**config.mk**
```make
export PLATFORM = sky130hd
export DESIGN_NAME = seg_scan
export DESIGN_NICKNAME = d
export VERILOG_FILES = /design/src/rtl/seg_pkg.sv /design/src/rtl/seg_scan_slot_cnt.sv /design/src/rtl/seg_scan.sv
export SDC_FILE = /design/constraint.sdc
export NUM_CORES = 1
export LEC_CHECK = 0
export ABC_CLOCK_PERIOD_IN_PS = 1900
export BUFFER_PORTS_ARGS = -buffer_cell sky130_fd_sc_hd__buf_2
export CAP_MARGIN = 20
export CORE_AREA = 2 2 115 117
export CTS_BUF_LIST = sky130_fd_sc_hd__clkbuf_16
export CTS_CLUSTER_DIAMETER = 50
export DETAILED_ROUTE_END_ITERATION = 10
export DIE_AREA = 0 0 117 119
export SYNTH_ARGS = -nofsm -noshare
export SYNTH_HDL_FRONTEND = slang
export SYNTH_HIERARCHICAL = 1
export SYNTH_SLANG_ARGS = --single-unit
```
**constraint.sdc**
```tcl
create_clock -name clk -period 1.9 [get_ports clk]
set_input_delay 0.38 -clock clk [delete_from_list [all_inputs] [get_ports clk]]
set_output_delay 0.38 -clock clk [all_outputs]
set_load 0.02 [all_outputs]
```
**src/rtl/seg_pkg.sv**
```systemverilog
// Shared types, constants and helpers for the seven-segment scan driver.
package seg_pkg;

  localparam int unsigned NDIG  = 8;
  localparam int unsigned DIG_W = 3;
  localparam int unsigned SEG_W = 8;

  localparam logic [SEG_W-1:0] SEG_DARK = 8'hFF;
  localparam logic [SEG_W-1:0] AN_OFF   = 8'hFF;
  localparam logic [DIG_W-1:0] DIG_LAST = 3'(NDIG - 1);

  typedef enum logic [1:0] {
    IDLE = 2'd0,
    GAP  = 2'd1,
    SHOW = 2'd2
  } scan_state_e;

  // Registered display outputs, updated together every cycle.
  typedef struct packed {
    logic [SEG_W-1:0] seg;
    logic [SEG_W-1:0] an;
    logic             frame;
  } scan_out_t;

  // Active-low one-hot digit select for digit d.
  function automatic logic [SEG_W-1:0] an_onehot(input logic [DIG_W-1:0] d);
    return ~(8'b1 << d);
  endfunction

endpackage

```
**src/rtl/seg_scan_slot_cnt.sv**
```systemverilog
// Per-digit slot counter: counts 0..CLK_DIV-1 while advancing, flags the last slot cycle.
module seg_slot_cnt #(
  parameter int unsigned CLK_DIV = 1000
) (
  input  logic                       clk,
  input  logic                       rst,
  input  logic                       i_clr,
  input  logic                       i_adv,
  output logic [$clog2(CLK_DIV)-1:0] o_cnt,
  output logic                       o_slot_end
);

  localparam int unsigned CW = $clog2(CLK_DIV);
  localparam logic [CW-1:0] CNT_LAST = CW'(CLK_DIV - 1);

  logic [CW-1:0] r_cnt;
  logic          r_slot_end;
  logic [CW-1:0] w_cnt_nxt;

  // Next count: clear wins, otherwise wrap at the end of the slot.
  always_comb begin
    w_cnt_nxt = r_cnt;
    if (i_clr) begin
      w_cnt_nxt = '0;
    end else if (i_adv) begin
      w_cnt_nxt = r_slot_end ? '0 : r_cnt + CW'(1);
    end
  end

  // Count and end-of-slot flag registers.
  always_ff @(posedge clk or negedge rst) begin
    if (!rst) begin
      r_cnt      <= '0;
      r_slot_end <= 1'b0;
    end else begin
      r_cnt      <= w_cnt_nxt;
      r_slot_end <= (w_cnt_nxt == CNT_LAST);
    end
  end

  assign o_cnt      = r_cnt;
  assign o_slot_end = r_slot_end;

endmodule

```
**src/rtl/seg_scan.sv**
```systemverilog
// Eight-digit multiplexed seven-segment driver with per-slot blanking and per-frame snapshot.
module seg_scan #(
  parameter int unsigned CLK_DIV = 1000,
  parameter int unsigned BLANK   = 16
) (
  input  logic       clk,
  input  logic       rst,
  input  logic       en,
  input  logic [7:0] i_seg0,
  input  logic [7:0] i_seg1,
  input  logic [7:0] i_seg2,
  input  logic [7:0] i_seg3,
  input  logic [7:0] i_seg4,
  input  logic [7:0] i_seg5,
  input  logic [7:0] i_seg6,
  input  logic [7:0] i_seg7,
  output logic [7:0] o_seg,
  output logic [7:0] o_an,
  output logic       o_frame
);

  import seg_pkg::*;

  localparam int unsigned CW      = $clog2(CLK_DIV);
  localparam bit          HAS_GAP = (BLANK != 0);

  scan_state_e      r_state, w_state_nxt;
  logic [DIG_W-1:0] r_d, w_d_nxt;
  logic [SEG_W-1:0] r_snap [NDIG];
  logic [SEG_W-1:0] w_in   [NDIG];
  scan_out_t        r_out, w_out_nxt;
  logic             w_take_snap;
  logic             w_gap_nxt;
  logic [CW-1:0]    w_cnt;
  logic             w_slot_end;
  logic             w_clr;
  logic             w_adv;

  assign w_in[0] = i_seg0;
  assign w_in[1] = i_seg1;
  assign w_in[2] = i_seg2;
  assign w_in[3] = i_seg3;
  assign w_in[4] = i_seg4;
  assign w_in[5] = i_seg5;
  assign w_in[6] = i_seg6;
  assign w_in[7] = i_seg7;

  // Counter holds at 0 in IDLE so the entry edge is slot cycle 0.
  assign w_clr = !en;
  assign w_adv = (r_state != IDLE);

  seg_slot_cnt #(
    .CLK_DIV (CLK_DIV)
  ) u_slot_cnt (
    .clk        (clk),
    .rst        (rst),
    .i_clr      (w_clr),
    .i_adv      (w_adv),
    .o_cnt      (w_cnt),
    .o_slot_end (w_slot_end)
  );

  // State register.
  always_ff @(posedge clk or negedge rst) begin
    if (!rst) begin
      r_state <= IDLE;
    end else begin
      r_state <= w_state_nxt;
    end
  end

  // Next state, digit index, snapshot strobe and output decode for the coming cycle.
  always_comb begin
    w_state_nxt     = r_state;
    w_d_nxt         = r_d;
    w_take_snap     = 1'b0;
    w_gap_nxt       = 1'b0;
    w_out_nxt.seg   = SEG_DARK;
    w_out_nxt.an    = AN_OFF;
    w_out_nxt.frame = 1'b0;
    if (!en) begin
      w_state_nxt = IDLE;
      w_d_nxt     = '0;
    end else begin
      case (r_state)
        IDLE: begin
          w_d_nxt     = '0;
          w_take_snap = 1'b1;
          w_gap_nxt   = HAS_GAP;
        end
        default: begin
          if (w_slot_end) begin
            w_d_nxt     = r_d + 3'd1;
            w_take_snap = (r_d == DIG_LAST);
            w_gap_nxt   = HAS_GAP;
          end else begin
            // Coming count is w_cnt+1; the frame pulse marks digit 7's last slot cycle.
            w_gap_nxt       = (32'(w_cnt) + 32'd1) < BLANK;
            w_out_nxt.frame = (r_d == DIG_LAST) && ((32'(w_cnt) + 32'd2) == CLK_DIV);
          end
        end
      endcase
      w_state_nxt = w_gap_nxt ? GAP : SHOW;
      if (!w_gap_nxt) begin
        w_out_nxt.an  = an_onehot(w_d_nxt);
        // On the snapshot edge the register is not yet loaded, so bypass from the inputs.
        w_out_nxt.seg = w_take_snap ? w_in[w_d_nxt] : r_snap[w_d_nxt];
      end
    end
  end

  // Digit index, frame snapshot and output registers.
  always_ff @(posedge clk or negedge rst) begin
    if (!rst) begin
      r_d             <= '0;
      r_out.seg       <= SEG_DARK;
      r_out.an        <= AN_OFF;
      r_out.frame     <= 1'b0;
      for (int unsigned i = 0; i < NDIG; i++) begin
        r_snap[i] <= SEG_DARK;
      end
    end else begin
      r_d   <= w_d_nxt;
      r_out <= w_out_nxt;
      if (w_take_snap) begin
        for (int unsigned i = 0; i < NDIG; i++) begin
          r_snap[i] <= w_in[i];
        end
      end
    end
  end

  assign o_seg   = r_out.seg;
  assign o_an    = r_out.an;
  assign o_frame = r_out.frame;

endmodule

```
==> results.yml, run 1 <==
run_status:
  status: "completed"
clock_tree:
  cts_buffer_depth: 2
  clkLatencyLatePin_ns: 0.34
  h-tree-depth: 3
  cts_tree: "done"
  cts_root_buf: "clkbuf_16"
  clock-sinks: 97
  cts.reportedPaths.clkPinSlew_ns: 0.06
  cts_buffers: 9
critical_path:
  crit_slowest_cell: "dfrtp_1"
  cp.required_ns: 2.16
  cp-end-kind: "register"
  critPathMaxStageDelay_ns: 0.43
  path_buf_inv: 1
  path_cells: "ha_4 > mux2i_4 > nor2_4 > buf_12 > mux2_2 > o211ai_1 > nand3_1"
  arrival_ns: 2.15
  timing_worst_setup_path_type: "reg -> reg"
  cpLargestDelayFamily: "flip-flops"
  path_max_fanout: 7
  crit_path_start_kind: "register"
cells_and_area:
  diodes: 0
  instances_no_fill: 655
  nNetsFinal: 546
  multi_input_area_um2: 2140
  fill_cells: 1156
  synthToLayoutAreaGrowth_pct: 30.6
  seqCellArea_um2: 2530
  post-route-util: 0.480
  layout-drive-gt1-share: 0.718
global_route:
  grt_max_degree: 98
  antenna_found_initial: 0
  globalRouteOverflowTotal: 0
  grt_pass1_wl_um: 17400
  grt_pass1_vias: 3439
  grtUsageTotal: 0.163
place:
  gp_congestion: 0.783
  dpl.hpwl_um: 7440
  portBuffers: 83
  dp.cells: 625
yosys:
  synth_xor_area_frac: 0.0130
  synthMuxAreaShare: 0.241
  synthArstFlopShare: 1.00
  synth-compound-area-share: 0.0711
  ys_types: 56
  synth_seq_cells: 97
  synth_cells: 354
  syn-cell-area_um2: 4730
  synth_fa_ha_area_frac: 0.0106
  synth.yosys.seq_area_share: 0.534
  syn_avg_cell_area_um2: 13.4
  syn_nets: 425
  yosys_warnings: 6
  synth_top_family_by_area: "multiplexers"
  synth_edf_count: 0
  synth_flop_cell: "dfstp_2"
  post_synth_and_or_nand_nor_area_fraction: 0.102
sta:
  clock.fmax_mhz: 529
  clock_skew_ns: 0.00617
  slew_headroom: 0.636
  finalSetupViolCount: 0
  hold_viol: 0
  worst_pin_slew_ns: 0.546
  rsz0062_at_grt: "yes"
  period_minus_slack_ns: 1.89
  slew_viol_final: 0
  fin_crit_sh: 0.995
  hold_ws_ns: 0.127
floorplanning:
  num_io_pins: 84
  dieArea_um2: 13900
  chipWidth_um: 117
  rows: 42
  initial_core_util: 0.368
  coreArea_um2: 12900
  dieHeight_um: 119
power_and_ir_drop:
  power_frac_clock: 0.350
  switching_share: 0.224
  p_total_mw: 4.97
  vdd_ir_drop_max_mv: 0.433
  leakage_nw: 2.55
  p_seq_frac: 0.516
  p_switching_mw: 1.11
  internal-power_mw: 3.86
  powerDensity_nw_per_um2: 804
  combinationalPowerShare: 0.134
drt:
  drtPass1Iterations: 4
  drt-total-wl_um: 11500
  vias_per_cell: 4.99
  ant_nets: 0
  drt_iter0_drc: 153
  wl_per_cell_um: 17.6
  route.detailed.drc: 0
  vias: 3266
hold_path:
  hp-class: "in -> async"
job:
  drv_cap: 0
## stage by stage
stage	cell area, um2	setup slack, ns	setup TNS [ns]
after detailed placement	5560	-0.0187	-0.0187
after floorplan	4730	0.0496	0
after global placement	5560	0.0378	0
after global routing	6180	-0.0338	-0.759
after CTS	5830	0.00480	0
final	6180	0.00986	0
## layer usage
layer	vias to the layer above	global-route usage	share of wire
li1	1539	-	-
met1	1635	0.211	0.43
met2	82	0.265	0.50
met3	10	0.0473	0.050
met4	0	0.0456	0.014
met5	-	0	0
## path summary, 6_finish.rpt
kind	end	start	slack [ns]	cells after the start
max in group asynchronous	u_slot_cnt/o_cnt[5]	rst	1.37	2
min in group clk	r_snap[8]	i_seg6[0]	0.27	2
setup reg to reg	o_seg[7]	r_d[0]	0.01	7
hold reg to reg	r_snap[62]	r_snap[62]	0.62	1
hold / removal	r_state[0]	rst	0.13	2
setup / recovery	o_seg[7]	r_d[0]	0.01	7
## flip-flops by register name, summed over array words and instances, names as in the netlist
name	flops
o_frame	1
u_slot_cnt/o_slot_end	1
u_slot_cnt/o_cnt	10
o_an	8
r_snap	64
o_seg	8
r_state	2
r_d	3
## area by class of cell
class,instances,share of cell area
timing repair buffer,126,0.162
clock buffer,9,0.0364
tap,176,0.0356
inverter,4,0.00243
clock inverter,6,0.00850
multi-input combinational,237,0.346
sequential,97,0.410
## power by group through the flow
| stage | logic (mW) | registers [mW] | clock network, mW |
|---|---|---|---|
| after floorplan | 0.404 | 2.55 | 0 |
| after global placement | 0.586 | 2.58 | 0 |
| after detailed placement | 0.603 | 2.59 | 0 |
| after CTS | 0.606 | 2.56 | 1.79 |
| after global routing | 0.733 | 2.59 | 1.87 |
| final | 0.667 | 2.56 | 1.74 |
## worst register-to-register path, cell delays in order, from the launching register on
cell and delay, ns:
dfrtp_1 0.43, ha_4 0.30, mux2i_4 0.08, nor2_4 0.19, buf_12 0.16, mux2_2 0.33, o211ai_1 0.21, nand3_1 0.11
## cells in the mapped netlist, types with 3 or more instances
cell type | n | share of area
nand4_1 | 7 | 0.0093
o21ai_0 | 4 | 0.0042
nor2_1 | 16 | 0.013
a22oi_1 | 7 | 0.011
buf_6 | 5 | 0.012
dfrtp_1 | 17 | 0.090
nand3_1 | 16 | 0.017
inv_1 | 4 | 0.0032
buf_2 | 9 | 0.0095
mux2_4 | 7 | 0.022
mux2_2 | 83 | 0.20
ha_1 | 4 | 0.011
nand3b_1 | 3 | 0.0048
nand2_1 | 18 | 0.014
a21oi_1 | 5 | 0.0053
or2_2 | 3 | 0.0040
o211ai_2 | 6 | 0.016
mux2i_1 | 8 | 0.017
xor2_1 | 5 | 0.0093
dfstp_2 | 80 | 0.44
## timing repair
item                                    in CTS  in global routing
resized for setup                            1                 18
setup buffers                                0                  4
hold buffers                                 0                  0
endpoints found under the hold margin        0                  0
endpoints found under the setup margin       1                 62
pin swaps                                    0                  6
gates cloned                                 0                 11
## cells by family after synthesis
logic type | after synthesis
muxes | 99
DFF | 97
and+or+nand+nor | 86
AOI/OAI and AO/OA | 41
buffers and inverters | 20
xor gates and xnor gates | 7
adders and majority gates | 4
## placed cells by master (no fill, tap or decap), types with 3 or more instances in the layout
cell type	synthesis	routed
o211ai_2	6	5
dfrtp_2	0	3
or2_2	3	3
dfstp_2	80	80
dfrtp_1	17	14
clkbuf_16	0	16
buf_6	5	4
nand3_1	16	16
inv_1	4	5
nor2_1	16	16
mux2_4	7	8
buf_2	9	82
a22oi_1	7	7
mux2i_1	8	8
o21ai_0	4	4
a21oi_1	5	5
buf_4	0	24
nand2_1	18	18
mux2_2	83	82
buf_12	0	8
nand4_1	7	7
clkinv_2	0	3
nand3b_1	3	3
xor2_1	5	5
(Power assumes the default switching activity.)
==> run 2, diff against run 1 <==
CELL_PAD_IN_SITES_DETAIL_PLACEMENT = 0   (was default)
CELL_PAD_IN_SITES_GLOBAL_PLACEMENT = 1   (was default)
PLACE_DENSITY_LB_ADDON = 0.1   (was default)
==> run 2 against run 1 <==
Non-clock buffer count up 1. Critical path type unchanged. Register-to-register slack better by 0.02 ns. Flip-flop and latch count unchanged.
==> results.yml, run 2 (synthesized netlist as in run 1, its figures left out) <==
place:
  gp_congestion: 0.775
  dpl.hpwl_um: 7620
  portBuffers: 83
  post-place-ws_ns: -0.0195
global_route:
  antenna_found_initial: 0
  grt_pass1_wl_um: 17600
  grt_pass1_vias: 3267
  globalRouteOverflowTotal: 0
  grtUsageTotal: 0.168
  grt_max_degree: 98
floorplanning:
  dieHeight_um: 119
  rows: 42
  coreArea_um2: 12900
  dieArea_um2: 13900
  initial_core_util: 0.368
  num_io_pins: 84
  chipWidth_um: 117
sta:
  hold_viol: 0
  clock_skew_ns: 0.00739
  rsz0062_at_grt: "yes"
  hold_ws_ns: 0.116
  setup_slack_ns: 0.0338
  slew_viol_final: 0
  fin_crit_sh: 0.982
  slew_headroom: 0.648
  worst_pin_slew_ns: 0.528
  period_minus_slack_ns: 1.87
  finalSetupViolCount: 0
  fin_tns_setup_ns: 0
  clock.fmax_mhz: 536
cells_and_area:
  largest_reg_flops: 64
  layout-drive-gt1-share: 0.719
  nNetsFinal: 547
  synthToLayoutAreaGrowth_pct: 30.3
  max_flop_register: "r_snap"
  diodes: 0
  layout_common_cells: "mux2_2 (82), buf_2 (82), dfstp_2 (80)"
critical_path:
  crit_path_start_kind: "register"
  cp-end-kind: "register"
  timing.rr.end: "u_slot_cnt/o_slot_end"
  cp.required_ns: 2.12
  reg2reg_slack_ns: 0.03
  path_max_fanout: 8
  timing_worst_setup_path_type: "reg -> reg"
  arrival_ns: 2.09
  crit_start: "r_state[0]"
  cp-endpoint: "u_slot_cnt/o_slot_end"
  r2r-start: "r_state[0]"
  ff2ff_path_depth: 7
power_and_ir_drop:
  p_switching_mw: 1.16
  switching_share: 0.224
  vdd_ir_drop_max_mv: 0.416
  internal-power_mw: 4.00
  leakage_nw: 2.54
  powerDensity_nw_per_um2: 836
  power_frac_clock: 0.373
  p_seq_frac: 0.496
  combinationalPowerShare: 0.131
drt:
  vias: 3221
  drt-total-wl_um: 11500
  drt_iter0_drc: 156
  drtPass1Iterations: 4
  route.detailed.drc: 0
  vias_per_cell: 4.90
  ant_nets: 0
  wl_per_cell_um: 17.6
job:
  drv_cap: 0
clock_tree:
  cts.reportedPaths.clkPinSlew_ns: 0.07
  cts_tree: "done"
  clkLatencyLatePin_ns: 0.34
  clock-sinks: 97
  cts_buffers: 9
  cts_root_buf: "clkbuf_16"
  holdBufCountCts: 0
  h-tree-depth: 3
  cts_buffer_depth: 2
hold_path:
  hp-class: "in -> async"
run_status:
  status: "completed"
==> run 2: routing by layer <==
metal / track usage / vias up / wire [um]
met5: 0 / - / 0
met4: 0.0507 / 0 / 140
met3: 0.0316 / 11 / 391
met2: 0.253 / 64 / 5360
met1: 0.245 / 1594 / 5650
li1: - / 1552 / -
==> run 2: cell type report <==
| type | instances | area (um2) |
|---|---|---|
| clock inverters | 7 | 86.3 |
| multi-input cells | 237 | 2150 |
| fillers | 1217 | 6710 |
| well taps | 176 | 220 |
| flip-flops and latches | 97 | 2530 |
| repair buffers | 127 | 938 |
| inverters | 4 | 18.8 |
| clock buffers | 9 | 225 |
==> run 2: worst min path at each step <==
stage / startpoint / to / slack [ns] / cells after the start
2_1_floorplan: rst / o_frame / 0.08 / 0
3_3_place_gp: rst / r_state[1] / 0.48 / 2
3_5_place_dp: rst / r_state[1] / 0.48 / 2
4_1_cts: rst / r_d[0] / 0.11 / 2
5_1_grt: rst / r_d[0] / 0.14 / 2
6_report: rst / r_d[0] / 0.12 / 2
==> run 2: repair_timing <==
item,4_1_cts,5_1_grt
pin swaps,1,5
gates resized for setup,7,14
buffers inserted,3,3
cloned,1,6
setup endpoints to repair,45,72
==> run 2: metrics by stage <==
| stage | total power [mW] | util | area, um2 | std cells |
|---|---|---|---|---|
| 5_1_grt | 5.40 | 0.479 | 6170 | 657 |
| 3_3_place_gp | 3.20 | 0.432 | 5570 | 628 |
| 6_report | 5.16 | 0.479 | 6170 | 657 |
| 2_1_floorplan | 2.96 | - | 4730 | 354 |
| 4_1_cts | 5.18 | 0.463 | 5960 | 648 |
| 3_5_place_dp | 3.21 | 0.432 | 5570 | 628 |
==> run 2: power groups by stage <==
stage               logic, mW  clock network, mW  registers [mW]
floorplan               0.404                  0            2.55
global placement        0.616                  0            2.59
detailed placement      0.623                  0            2.59
CTS                     0.645               1.98            2.56
global route            0.737               2.07            2.59
finish                  0.673               1.92            2.56
==> run 2: worst max-delay path, stage by stage, from the launching register on <==
cell	delay (ns)
dfrtp_1	0.39
nor2_4	0.15
clkinvlp_4	0.19
buf_6	0.17
nand3_1	0.12
o21a_1	0.19
o2111ai_2	0.17
a2111oi_4	0.37
